### src/rtl/ps2_pkg.sv
// Shared PS/2 definitions: host transmitter state encoding, mouse command bytes
// and the microsecond-to-cycle conversion used to size timers.
package ps2_pkg;

  typedef logic [2:0] ps2_state_t;

  localparam ps2_state_t ST_IDLE       = 3'd0;
  localparam ps2_state_t ST_INHIBIT    = 3'd1;
  localparam ps2_state_t ST_RTS        = 3'd2;
  localparam ps2_state_t ST_WAIT_FIRST = 3'd3;
  localparam ps2_state_t ST_SHIFT      = 3'd4;
  localparam ps2_state_t ST_ACK        = 3'd5;
  localparam ps2_state_t ST_WAIT_IDLE  = 3'd6;
  localparam ps2_state_t ST_ABORT      = 3'd7;

  localparam logic [7:0] PS2_CMD_RESET    = 8'hFF;
  localparam logic [7:0] PS2_CMD_ENABLE   = 8'hF4;
  localparam logic [7:0] PS2_CMD_SET_RATE = 8'hF3;
  localparam logic [7:0] PS2_RSP_ACK      = 8'hFA;

  // 64-bit product: 100 MHz * 15000 us overflows 32 bits before the divide.
  function automatic int unsigned us_to_cycles(input int unsigned clk_hz, input int unsigned us);
    logic [63:0] prod;
    prod = (64'(clk_hz) * 64'(us)) / 64'd1_000_000;
    return prod[31:0];
  endfunction

endpackage

### src/rtl/ps2_line_sync.sv
// PS/2 pad conditioning: 2-FF synchronizers on clock and data, a run-length
// glitch filter on the clock, and a one-cycle strobe on filtered falling edges.
module ps2_line_sync #(
  parameter int unsigned FILTER_CYCLES = 8
) (
  input  logic clk,
  input  logic rst_n,
  input  logic clk_pad_i,
  input  logic data_pad_i,
  output logic clk_filt_o,
  output logic data_sync_o,
  output logic fall_o
);

  localparam int CW = $clog2(FILTER_CYCLES + 1);

  logic [1:0]    clk_sync_q;
  logic [1:0]    data_sync_q;
  logic          clk_filt_q, clk_filt_d;
  logic          fall_q, fall_d;
  logic [CW-1:0] cnt_q, cnt_d;

  // The filtered level flips only after FILTER_CYCLES consecutive differing samples.
  always_comb begin
    clk_filt_d = clk_filt_q;
    cnt_d      = '0;
    fall_d     = 1'b0;
    if (clk_sync_q[1] != clk_filt_q) begin
      if (cnt_q == CW'(FILTER_CYCLES - 1)) begin
        clk_filt_d = clk_sync_q[1];
        fall_d     = clk_filt_q;
      end else begin
        cnt_d = cnt_q + 1'b1;
      end
    end
  end

  always_ff @(posedge clk or negedge rst_n) begin
    if (!rst_n) begin
      clk_sync_q  <= 2'b11;
      data_sync_q <= 2'b11;
      clk_filt_q  <= 1'b1;
      fall_q      <= 1'b0;
      cnt_q       <= '0;
    end else begin
      clk_sync_q  <= {clk_sync_q[0], clk_pad_i};
      data_sync_q <= {data_sync_q[0], data_pad_i};
      clk_filt_q  <= clk_filt_d;
      fall_q      <= fall_d;
      cnt_q       <= cnt_d;
    end
  end

  assign clk_filt_o  = clk_filt_q;
  assign data_sync_o = data_sync_q[1];
  assign fall_o      = fall_q;

endmodule

### src/rtl/ps2_host_tx.sv
// PS/2 host-to-device command transmitter: inhibit, request-to-send, bit shifting
// on device clock falls, line-ack check, with timeouts ending in a tx_err pulse.
module ps2_host_tx
  import ps2_pkg::*;
#(
  parameter int unsigned CLK_FREQ_HZ           = 100_000_000,
  parameter int unsigned INHIBIT_US            = 100,
  parameter int unsigned FIRST_EDGE_TIMEOUT_US = 15000,
  parameter int unsigned BIT_TIMEOUT_US        = 1000,
  parameter int unsigned FILTER_CYCLES         = 8
) (
  input  logic       clk,
  input  logic       rst_n,
  input  logic [7:0] tx_data,
  input  logic       tx_valid,
  output logic       tx_ready,
  output logic       tx_done,
  output logic       tx_err,
  output logic       busy,
  input  logic       ps2_clk_in,
  input  logic       ps2_data_in,
  output logic       ps2_clk_oe,
  output logic       ps2_data_oe
);

  localparam int unsigned INHIBIT_CYC = us_to_cycles(CLK_FREQ_HZ, INHIBIT_US);
  localparam int unsigned FIRST_CYC   = us_to_cycles(CLK_FREQ_HZ, FIRST_EDGE_TIMEOUT_US);
  localparam int unsigned BIT_CYC     = us_to_cycles(CLK_FREQ_HZ, BIT_TIMEOUT_US);
  localparam int unsigned MAX_AB      = (INHIBIT_CYC > FIRST_CYC) ? INHIBIT_CYC : FIRST_CYC;
  localparam int unsigned MAX_CYC     = (MAX_AB > BIT_CYC) ? MAX_AB : BIT_CYC;
  localparam int          CNT_W       = $clog2(MAX_CYC + 1);

  localparam logic [CNT_W-1:0] INHIBIT_LAST = CNT_W'(INHIBIT_CYC - 1);
  localparam logic [CNT_W-1:0] FIRST_LAST   = CNT_W'(FIRST_CYC - 1);
  localparam logic [CNT_W-1:0] BIT_LAST     = CNT_W'(BIT_CYC - 1);

  logic clk_filt, data_sync, fall;

  ps2_line_sync #(
    .FILTER_CYCLES(FILTER_CYCLES)
  ) u_line_sync (
    .clk        (clk),
    .rst_n      (rst_n),
    .clk_pad_i  (ps2_clk_in),
    .data_pad_i (ps2_data_in),
    .clk_filt_o (clk_filt),
    .data_sync_o(data_sync),
    .fall_o     (fall)
  );

  ps2_state_t       state_q, state_d;
  logic [8:0]       shreg_q, shreg_d;
  logic [3:0]       bit_cnt_q, bit_cnt_d;
  logic [CNT_W-1:0] cnt_q, cnt_d;
  logic             clk_oe_q, clk_oe_d;
  logic             data_oe_q, data_oe_d;
  logic             done_q, done_d;
  logic             err_q, err_d;

  always_comb begin
    state_d   = state_q;
    shreg_d   = shreg_q;
    bit_cnt_d = bit_cnt_q;
    cnt_d     = cnt_q + 1'b1;
    clk_oe_d  = clk_oe_q;
    data_oe_d = data_oe_q;
    done_d    = 1'b0;
    err_d     = 1'b0;
    case (state_q)
      ST_IDLE: begin
        cnt_d     = '0;
        bit_cnt_d = '0;
        if (tx_valid) begin
          shreg_d  = {~^tx_data, tx_data};
          clk_oe_d = 1'b1;
          state_d  = ST_INHIBIT;
        end
      end
      ST_INHIBIT: begin
        if (cnt_q == INHIBIT_LAST) begin
          data_oe_d = 1'b1;
          cnt_d     = '0;
          state_d   = ST_RTS;
        end
      end
      ST_RTS: begin
        clk_oe_d = 1'b0;
        cnt_d    = '0;
        state_d  = ST_WAIT_FIRST;
      end
      // Shifting in ones from the top makes the tenth fall present the stop bit.
      ST_WAIT_FIRST, ST_SHIFT: begin
        if (fall) begin
          data_oe_d = ~shreg_q[0];
          shreg_d   = {1'b1, shreg_q[8:1]};
          cnt_d     = '0;
          if (state_q == ST_WAIT_FIRST) begin
            bit_cnt_d = 4'd1;
            state_d   = ST_SHIFT;
          end else begin
            bit_cnt_d = bit_cnt_q + 1'b1;
            if (bit_cnt_q == 4'd9) state_d = ST_ACK;
          end
        end else if (cnt_q == ((state_q == ST_WAIT_FIRST) ? FIRST_LAST : BIT_LAST)) begin
          state_d = ST_ABORT;
        end
      end
      ST_ACK: begin
        if (fall) begin
          cnt_d   = '0;
          state_d = data_sync ? ST_ABORT : ST_WAIT_IDLE;
        end else if (cnt_q == BIT_LAST) begin
          state_d = ST_ABORT;
        end
      end
      ST_WAIT_IDLE: begin
        if (clk_filt && data_sync) begin
          done_d  = 1'b1;
          state_d = ST_IDLE;
        end else if (cnt_q == BIT_LAST) begin
          state_d = ST_ABORT;
        end
      end
      ST_ABORT: state_d = ST_IDLE;
      default:  state_d = ST_IDLE;
    endcase
    if (state_d == ST_ABORT) begin
      clk_oe_d  = 1'b0;
      data_oe_d = 1'b0;
      err_d     = 1'b1;
    end
  end

  always_ff @(posedge clk or negedge rst_n) begin
    if (!rst_n) begin
      state_q   <= ST_IDLE;
      shreg_q   <= '0;
      bit_cnt_q <= '0;
      cnt_q     <= '0;
      clk_oe_q  <= 1'b0;
      data_oe_q <= 1'b0;
      done_q    <= 1'b0;
      err_q     <= 1'b0;
    end else begin
      state_q   <= state_d;
      shreg_q   <= shreg_d;
      bit_cnt_q <= bit_cnt_d;
      cnt_q     <= cnt_d;
      clk_oe_q  <= clk_oe_d;
      data_oe_q <= data_oe_d;
      done_q    <= done_d;
      err_q     <= err_d;
    end
  end

  assign tx_ready    = (state_q == ST_IDLE);
  assign busy        = (state_q != ST_IDLE);
  assign tx_done     = done_q;
  assign tx_err      = err_q;
  assign ps2_clk_oe  = clk_oe_q;
  assign ps2_data_oe = data_oe_q;

endmodule

### config.mk
export PLATFORM = sky130hd
export DESIGN_NAME = ps2_host_tx
export DESIGN_NICKNAME = d
export VERILOG_FILES = /design/src/rtl/ps2_pkg.sv /design/src/rtl/ps2_line_sync.sv /design/src/rtl/ps2_host_tx.sv
export SDC_FILE = /design/constraint.sdc
export NUM_CORES = 1
export LEC_CHECK = 0
export ABC_AREA = 0
export CAP_MARGIN = 10
export CORE_MARGIN = 1.5
export CORE_UTILIZATION = 30
export CTS_BUF_LIST = sky130_fd_sc_hd__clkbuf_4
export DETAILED_ROUTE_END_ITERATION = 8
export PLACE_DENSITY = 0.53
export RECOVER_POWER = 50
export SLEW_MARGIN = 0
export SYNTH_ARGS = -nofsm -noshare
export SYNTH_HDL_FRONTEND = slang
export SYNTH_SLANG_ARGS = --single-unit
### constraint.sdc
create_clock -name clk -period 2.1 [get_ports clk]
set_input_delay 0.63 -clock clk [delete_from_list [all_inputs] [get_ports clk]]
set_output_delay 0.63 -clock clk [all_outputs]
set_load 0.01 [all_outputs]
==> results.yml <==
cts:
  cts_buffer_depth: 2
  cts_tree: "built"
  clk_pin_slew_ps: 160
  numClockSinks: 51
  cts-hold-fix-buffers: 0
  clock_latency_ps: 390
  clock-root-buffer: "clkbuf_4"
  cts_htree_levels: 2
  cts_buffers: 5
yosys:
  postSynthRegisterBits: 51
  syn_area_per_cell_sq_um: 10.04
  synth_adder_area_share_pct: 1.847
  synth_ff_type: "dfrtp_1"
  async_flop_share_pct: 100.0
  synthMuxAreaShare_pct: 3.370
  synth_edf_count: 0
  synth_top_area_share_pct: 42.47
  synthTopCellsByCount: "dfrtp_1 (46), nor2_1 (31), nand2_1 (27)"
  yosysMostFrequentCell: "dfrtp_1"
  synth-xor-area-share_pct: 9.049
  ys_warn_count: 0
  synth_area_leader_cell: "dfrtp_1"
  synth_top_family_by_area: "simple AND/OR/NAND/NOR gates"
  yosysSeqAreaShare_pct: 47.32
  synthSimpleGateAreaFrac_pct: 23.55
  syn_area_sq_um: 2710
  netlist_top_cells_area: "dfrtp_1 (42%), dfstp_2 (4.8%), xor2_1 (4.8%)"
  syn_inst: 270
  synth_cell_types: 55
  syn-num-nets: 287
  synth_compound_area_share_pct: 11.96
hold_path:
  hold_path_class: "reg -> reg"
  min_from: "u_line_sync.data_sync_q[0]$_DFF_PN1_"
  whs_endpoint: "u_line_sync.data_sync_q[1]$_DFF_PN1_"
  hold_depth: 0
floorplan:
  initial_core_util_pct: 31.08
  io_pins: 19
  die_w_microns: 98.05
  core_sq_um: 8721
  placementRows: 34
  dieArea_sq_um: 9613
  fp.dieH_microns: 98.05
worst_setup_path:
  reg2regPathDepth: 6
  cp-start-kind: "flip-flop"
  slowest_delay_ps: 500
  r2r_end: "ps2_data_oe$_DFFE_PN0P_"
  critPathKind: "reg -> reg"
  required_ps: 2380
  critical_path.slowest_cell: "or4_4"
  crit_chain: "nand4bb_4, or4_4, or3_4, o211a_4, a211oi_4, a211oi_2"
  path_buf_inv: 0
  critPathArrivalTime_ps: 2340
  r2r_start: "cnt_q[16]$_DFF_PN0_"
  endpoint_kind: "flip-flop"
  cp_top_family: "simple AND/OR/NAND/NOR gates"
  reg2reg_slack_ps: 40
  critPathMaxFanout: 3
pwr:
  p_per_area_nw_per_um2: 746.2
  seq_power_share_pct: 48.9
  internal_power_uw: 1678
  p_leak_uw: 0.001491
  peakVddDrop_uv: 387.3
  power_frac_comb_pct: 31.1
  p_sw_share_pct: 33.38
  switching_power_uw: 840.5
  clockPowerShare_pct: 20.0
timing:
  max_freq_ghz: 0.4861
  clock_skew_ps: 10.22
  fin_ws_ps: 42.83
  fin_crit_sh_pct: 97.96
  finalHoldViolCount: 0
  maxSlewViolCount: 0
  tightest_slew_ps: 1273
  relSlewSlack_pct: 15.16
  finalCriticalPeriod_ps: 2057
  setup_viol: 0
  rsz0062_at_grt: "yes"
placement:
  gp_congestion: 0.8354
  dpl.hpwl_mm: 4.086
  post-place-ws_ps: 38.95
  port_buffers: 18
routing:
  ant_nets: 0
  vias: 2067
  first_pass_iters: 4
  wl_per_cell_microns: 13.59
  drc: 0
  viasPerCell: 4.818
  drt_iter0_markers: 84
  wl_mm: 5.829
final_layout:
  n_antenna_cell: 0
  area_delta_synth_final_pct: 24.52
  nNetsFinal: 337
  drive_gt1_share_pct: 23.05
  fillers: 857
  final_util_pct: 38.69
grt:
  grt_pass1_vias: 2093
  grt_first_pass_wirelength_mm: 10.03
  grt_max_degree: 52
  antenna_found_initial: 0
  grt_usage_pct: 12.88
  grt_overflow_total: 0
flow_run:
  maxCapViolations: 0
run_status:
  status: "completed"
repair_timing:
action,4_1_cts,5_1_grt
pin swaps,0,6
buffers inserted,2,4
endpoints found under the setup margin,2,20
gates resized for setup,9,13
state kept, by name, indices dropped and copies added, names as in the netlist, 2 cells and up:
signal	flops
cnt_q	21
shreg_q	9
bit_cnt_q	4
u_line_sync.cnt_q	4
state_q	3
u_line_sync.clk_sync_q	2
u_line_sync.data_sync_q	2
worst reg2reg max path, stage by stage, from the launching register on:
cell and delay [ps]:
dfrtp_1 410, nand4bb_4 250, or4_4 500, or3_4 350, o211a_4 160, a211oi_4 240
a211oi_2 50
worst max path at each step:
| stage | from | end | slack (ps) | depth (start not counted) |
|---|---|---|---|---|
| floorplan | cnt_q[0]$_DFF_PN0_ | ps2_clk_oe$_DFFE_PN0P_ | 80 | 7 |
| global placement | state_q[0]$_DFF_PN0_ | busy | 70 | 3 |
| detailed placement | cnt_q[16]$_DFF_PN0_ | ps2_data_oe$_DFFE_PN0P_ | 40 | 6 |
| CTS | state_q[1]$_DFF_PN0_ | busy | -10 | 3 |
| global route | cnt_q[14]$_DFF_PN0_ | ps2_data_oe$_DFFE_PN0P_ | -20 | 8 |
| finish | cnt_q[16]$_DFF_PN0_ | ps2_data_oe$_DFFE_PN0P_ | 40 | 6 |
area by class of cell:
cell class	instances	area [sq um]	share of cell area (%)
Multi-Input combinational cell	200	1399	41.45
Sequential cell	51	1285	38.08
Timing Repair Buffer	54	462.9	13.72
Tap cell	108	135.1	4.004
Clock buffer	5	37.54	1.112
Inverter	8	30.03	0.8899
Clock inverter	3	25.02	0.7416
cells by family after synthesis:
group	after synthesis
compound gates	41
xor+xnor	28
fa+ha+maj	4
buf+inv	19
flops	51
mux	9
simple gates	118
per-stage QoR:
stage	TNS (ps)	hold WS [ps]	instances	power (uW)	cell area (sq um)
5_1_grt	-37.95	381.8	429	2706	3374
3_5_place_dp	0	346.8	415	1982	3222
3_3_place_gp	0	346.2	415	1975	3222
6_report	0	369.1	429	2518	3374
2_1_floorplan	0	334.4	270	1678	2710
4_1_cts	-10.40	195.0	425	2498	3294
placed cells by master (no fill, tap or decap), types with 8 or more instances in the layout:
cell,count
dfrtp_1,44
nor2_1,31
buf_4,31
nand2_1,27
xor2_1,15
clkdlybuf4s50_1,15
nand3_1,14
xnor2_1,13
o21ai_0,12
inv_1,8
mux2i_1,8
metal layers:
metal	up-vias	share of wire [%]	track usage (%)
li1	1048	-	-
met1	990	52	18.31
met2	24	45	19.79
met3	5	2.1	2.291
met4	0	1.2	4.396
met5	-	0	0
power groups by stage:
stage | Combinational [uW] | Sequential (uW) | Clock, uW
final | 783 | 1230 | 505
after global routing | 888 | 1260 | 561
after CTS | 735 | 1240 | 528
after detailed placement | 721 | 1260 | 0
after global placement | 720 | 1250 | 0
after floorplan | 441 | 1240 | 0
No activity file was read; power rests on OpenSTA's default activity.
